<file path="src/rtl/regfile_read_arbiter.sv">
// -----------------------------------------------------------------------------
// regfile_read_arbiter
//
// Shares the single register-file read port among NUM_REQ requesters. Each
// cycle at most one eligible requester is granted (round-robin). The granted
// requester's register select drives the read port, and the value is captured
// into that requester's response register at the end of the cycle. Register 0
// reads as zero, and a write to the selected register in the grant cycle is
// forwarded in place of the stale read data.
//
// Ports
//   clock            : rising-edge clock
//   ctrl_reset_n     : asynchronous active-low reset
//   req_valid        : per-requester read request
//   req_reg          : per-requester register select, slice i at [i*REG_W +: REG_W]
//   req_ready        : one-hot grant (combinational), all zero when idle/reset
//   resp_valid       : per-requester response held (registered)
//   resp_data        : per-requester response data, slice i at [i*DATA_W +: DATA_W]
//   resp_ready       : requester accepts its response
//   ctrl_readReg     : select driven to the register-file read port
//   read_data        : register-file read data for ctrl_readReg, same cycle
//   ctrl_writeEnable : snooped register-file write enable
//   ctrl_writeReg    : snooped write select
//   data_writeReg    : snooped write data
// -----------------------------------------------------------------------------
module regfile_read_arbiter #(
    parameter int NUM_REQ = 4,
    parameter int REG_W   = 5,
    parameter int DATA_W  = 32
) (
    input  logic                      clock,
    input  logic                      ctrl_reset_n,
    input  logic [NUM_REQ-1:0]        req_valid,
    input  logic [NUM_REQ*REG_W-1:0]  req_reg,
    output logic [NUM_REQ-1:0]        req_ready,
    output logic [NUM_REQ-1:0]        resp_valid,
    output logic [NUM_REQ*DATA_W-1:0] resp_data,
    input  logic [NUM_REQ-1:0]        resp_ready,
    output logic [REG_W-1:0]          ctrl_readReg,
    input  logic [DATA_W-1:0]         read_data,
    input  logic                      ctrl_writeEnable,
    input  logic [REG_W-1:0]          ctrl_writeReg,
    input  logic [DATA_W-1:0]         data_writeReg
);

    localparam int PTR_W = $clog2(NUM_REQ);

    logic [PTR_W-1:0]          rr_ptr_q;
    logic [PTR_W-1:0]          rr_ptr_d;
    logic [NUM_REQ-1:0]        resp_valid_q;
    logic [NUM_REQ-1:0]        resp_valid_d;
    logic [NUM_REQ*DATA_W-1:0] resp_data_q;
    logic [NUM_REQ*DATA_W-1:0] resp_data_d;

    logic [NUM_REQ-1:0]        eligible;
    logic [NUM_REQ-1:0]        grant;
    logic [REG_W-1:0]          sel_reg;
    logic [DATA_W-1:0]         capture_val;

    // A slot that is full and not draining this cycle blocks a new grant;
    // a slot being drained right now is as good as empty.
    assign eligible = req_valid & ~(resp_valid_q & ~resp_ready);

    // Round-robin scan starting at rr_ptr_q. The first eligible index wins
    // and the pointer moves to the slot just past the winner. Reset kills
    // the grant combinationally so nothing reaches the read port.
    always_comb begin
        logic [PTR_W:0]   sum;
        logic [PTR_W-1:0] idx;
        logic [PTR_W:0]   nxt;
        logic             found;
        grant    = '0;
        rr_ptr_d = rr_ptr_q;
        found    = 1'b0;
        sum      = '0;
        idx      = '0;
        nxt      = '0;
        for (int k = 0; k < NUM_REQ; k++) begin
            sum = {1'b0, rr_ptr_q} + (PTR_W + 1)'(k);
            if (sum >= (PTR_W + 1)'(NUM_REQ)) begin
                sum = sum - (PTR_W + 1)'(NUM_REQ);
            end
            idx = sum[PTR_W-1:0];
            if (!found && eligible[idx]) begin
                found      = 1'b1;
                grant[idx] = 1'b1;
                nxt        = {1'b0, idx} + (PTR_W + 1)'(1);
                if (nxt == (PTR_W + 1)'(NUM_REQ)) begin
                    nxt = '0;
                end
                rr_ptr_d = nxt[PTR_W-1:0];
            end
        end
        if (!ctrl_reset_n) begin
            grant    = '0;
            rr_ptr_d = rr_ptr_q;
        end
    end

    // Select of the granted requester; zero when nobody is granted.
    always_comb begin
        sel_reg = '0;
        for (int i = 0; i < NUM_REQ; i++) begin
            if (grant[i]) begin
                sel_reg = req_reg[i*REG_W +: REG_W];
            end
        end
    end

    // Value to capture: r0 is hardwired zero, and a write landing on the
    // selected register this very cycle beats the (old) read-port value.
    always_comb begin
        if (sel_reg == '0) begin
            capture_val = '0;
        end else if (ctrl_writeEnable && (ctrl_writeReg == sel_reg)) begin
            capture_val = data_writeReg;
        end else begin
            capture_val = read_data;
        end
    end

    // Response slots: a grant refills the slot (even if it is draining in
    // the same cycle); otherwise a completed handshake empties it while the
    // data register keeps its last value.
    always_comb begin
        resp_valid_d = resp_valid_q;
        resp_data_d  = resp_data_q;
        for (int i = 0; i < NUM_REQ; i++) begin
            if (grant[i]) begin
                resp_valid_d[i]                = 1'b1;
                resp_data_d[i*DATA_W +: DATA_W] = capture_val;
            end else if (resp_valid_q[i] && resp_ready[i]) begin
                resp_valid_d[i] = 1'b0;
            end
        end
    end

    always_ff @(posedge clock or negedge ctrl_reset_n) begin
        if (!ctrl_reset_n) begin
            rr_ptr_q     <= '0;
            resp_valid_q <= '0;
            resp_data_q  <= '0;
        end else begin
            rr_ptr_q     <= rr_ptr_d;
            resp_valid_q <= resp_valid_d;
            resp_data_q  <= resp_data_d;
        end
    end

    assign req_ready    = grant;
    assign ctrl_readReg = sel_reg;
    assign resp_valid   = resp_valid_q;
    assign resp_data    = resp_data_q;

endmodule

</file>
<file path="config.mk">
export PLATFORM = sky130hd
export DESIGN_NAME = regfile_read_arbiter
export DESIGN_NICKNAME = d
export VERILOG_FILES = /design/src/rtl/regfile_read_arbiter.sv
export SDC_FILE = /design/constraint.sdc
export NUM_CORES = 1
export LEC_CHECK = 0
export CAP_MARGIN = 20
export CORE_MARGIN = 1.5
export CORE_UTILIZATION = 48
export CTS_CLUSTER_DIAMETER = 50
export DETAILED_ROUTE_END_ITERATION = 10
export PLACE_DENSITY_LB_ADDON = 0.08
export SETUP_SLACK_MARGIN = 0.15
export SKIP_LAST_GASP = 1
export SLEW_MARGIN = 20
export SYNTH_ARGS = -nofsm -noshare
export SYNTH_HDL_FRONTEND = slang
export SYNTH_SLANG_ARGS = --single-unit
</file>
<file path="constraint.sdc">
create_clock -name clock -period 12.69 [get_ports clock]
set_clock_uncertainty 0.2 [all_clocks]
set_input_delay 2.538 -clock clock [delete_from_list [all_inputs] [get_ports clock]]
set_output_delay 2.538 -clock clock [all_outputs]
set_load 0.01 [all_outputs]
</file>
==> results.tsv <==
metric	value	unit
status	finished, final reports clean	
ys_ff_latch	134	
synth_area	0.006191	mm^2
critPathArrivalTime	6.32	ns
clock_sinks	134	
fp.dieArea	0.01359	mm^2
ys_types	53	
worstMarginPinSlew	0.9517	ns
synth-seq-area-share	54.16	%
grt_usage	30.01	%
die_x	116.6	um
async_flop_share	100.0	%
synth_top_flop_cell	dfrtp_1	
n_antenna_cell	0	
avgSynthCellArea	9.953	um^2
core_area	0.01262	mm^2
start_kind	input pin	
vias	5771	
area_growth	50.14	%
cp_max_fo	24	
cts.clk_slew.worst_paths	0.06	ns
hold_path.class	reg -> reg	
ff_latch_area	0.003353	mm^2
grt_pass1_vias	5789	
cts_root_buf	clkbuf_16	
viasPerCell	5.554	
num_rows	41	
post-route-period-util	71.41	%
p_leak	3.985	nW
layout_common_cells	clkdlybuf4s50_1 (239), nand2_1 (157), dfrtp_1 (134)	
synthCells	622	
cap_violations	0	
crit_type	in -> out	
finalMaxSlewViolations	0	
initial_core_util	49.06	%
drtIter0Drc	431	
ys_warn_count	0	
nets	963	
fin_cells	1039	
multiInputGateArea	0.002649	mm^2
post-route-util	73.66	%
wl_per_cell	19.13	um
drtAntennaViolNets	0	
io_buffers	240	
power	2.570	mW
wl	19870	um
dr.pass1.iters	5	
syn-num-nets	730	
place.gp.congestion	0.9183	
cts_made_buffers	17	
maxSlewHeadroom	36.55	%
grt_util_met2	50.59	%
fill_cells	911	
ir_drop	0.1350	mV
setup_tns	0	ns
hold_viol	0	
crit_path_end_kind	primary output	
fmax	110.3	MHz
grt_busiest_layer	met2	
drc	0	
dp_hpwl	13850	um
cts_tree	yes	
drive_gt1_share	9.689	%
critPathRequiredTime	9.95	ns
use_met3	10.74	%
p_per_area	276.5	mW/mm^2
clk_latency	0.42	ns
holdWs	0.2817	ns
synth_edf_count	0	
antenna_found_initial	0	
grt-ovfl-total	0	
rsz0062_at_grt	false	
grt_pass1_wl	30360	um
dp.cells	1007	
holdBufCountCts	0	
min_period	9.062	ns
cts.htree.levels	4	
postCtsSetupBuffers	0	
grt_max_degree	84	
finalSetupViolations	0	
final_common_cell	clkdlybuf4s50_1	
io_pins	241	
grtUsageMet1	35.87	%
cts_resized	0	
fp.dieH	116.6	um
clk_path_buf_depth	2	
## state kept, by name, summed over array words and instances, names as in the netlist
signal,count
resp_valid,4
rr_ptr_q,2
resp_data,128
## Yosys cell counts, drive strengths merged, types with 5 or more instances
cell type | instances | share of area (%)
and2 | 11 | 1.2
dfrtp | 134 | 54
a22oi | 5 | 0.69
and3 | 5 | 0.51
buf | 7 | 0.83
ha | 8 | 1.6
o22ai | 5 | 0.51
nor2b | 7 | 0.71
mux2i | 33 | 7.2
o21ai | 141 | 11
clkbuf | 28 | 1.7
a31oi | 9 | 0.91
nand2b | 8 | 0.81
nand2 | 158 | 9.6
inv | 11 | 0.67
a311oi | 5 | 0.71
## worst paths after layout
path,from,end,slack [ns],depth (start not counted)
max reg2reg,rr_ptr_q[0]$_DFFE_PN0P_,resp_data[108]$_DFFE_PN0P_,6.30,15
min in group asynchronous,ctrl_reset_n,resp_data[90]$_DFFE_PN0P_,1.98,1
min reg2reg,resp_data[99]$_DFFE_PN0P_,resp_data[99]$_DFFE_PN0P_,0.28,2
min,resp_data[99]$_DFFE_PN0P_,resp_data[99]$_DFFE_PN0P_,0.28,2
max,resp_ready[2],ctrl_readReg[2],3.63,10
max in group asynchronous,ctrl_reset_n,resp_data[103]$_DFFE_PN0P_,8.97,2
## logic make-up (layout without fill, tap and decap cells)
| family | Yosys count | count (layout) | synth area share (%) |
|---|---|---|---|
| xor+xnor | 2 | 2 | 0.2830 |
| compound gates | 189 | 189 | 18.53 |
| fa+ha+maj | 8 | 8 | 1.617 |
| mux | 35 | 35 | 7.700 |
| simple gates | 207 | 207 | 14.43 |
| buf+inv | 47 | 292 | 3.274 |
| flops | 134 | 134 | 54.16 |
## metal layers
metal | vias to the layer above | wire (um) | share of wire, %
met3 | 47 | 1662 | 8.4
met4 | 0 | 604 | 3.0
met1 | 2805 | 8002 | 40
met2 | 266 | 9604 | 48
met5 | - | 0 | 0
li1 | 2653 | - | -
## cell type report
type / count / area share [%]
sequential: 134 / 36.07
multi-input combinational: 441 / 28.50
timing repair buffer: 249 / 26.80
clock buffer: 20 / 5.021
tap: 172 / 2.315
clock inverter: 11 / 0.8076
inverter: 12 / 0.4846
## worst max-delay path, cell delays in order
cell and delay, ns:
clkdlybuf4s50_1 0.44, nand2b_1 0.21, and2_1 0.19, mux4_2 0.52
and4_1 0.25, o31ai_4 0.76, clkinv_1 0.50, nand2_1 0.18
o21ai_0 0.19, clkdlybuf4s50_1 0.53
## report_power, final
part | switching (mW) | internal (mW)
Combinational | 0.756 | 0.628
Clock | 0.187 | 0.264
Sequential | 0.116 | 0.620
Total | 1.06 | 1.51
## metrics by stage
step                      cell area [um^2]  setup WS [ns]
after floorplan                       6191          5.411
after global routing                  9295          3.370
after global placement                8723          3.562
final                                 9295          3.628
after CTS                             9268          3.413
after detailed placement              8726          3.428
No activity file was read; power rests on OpenSTA's default activity.
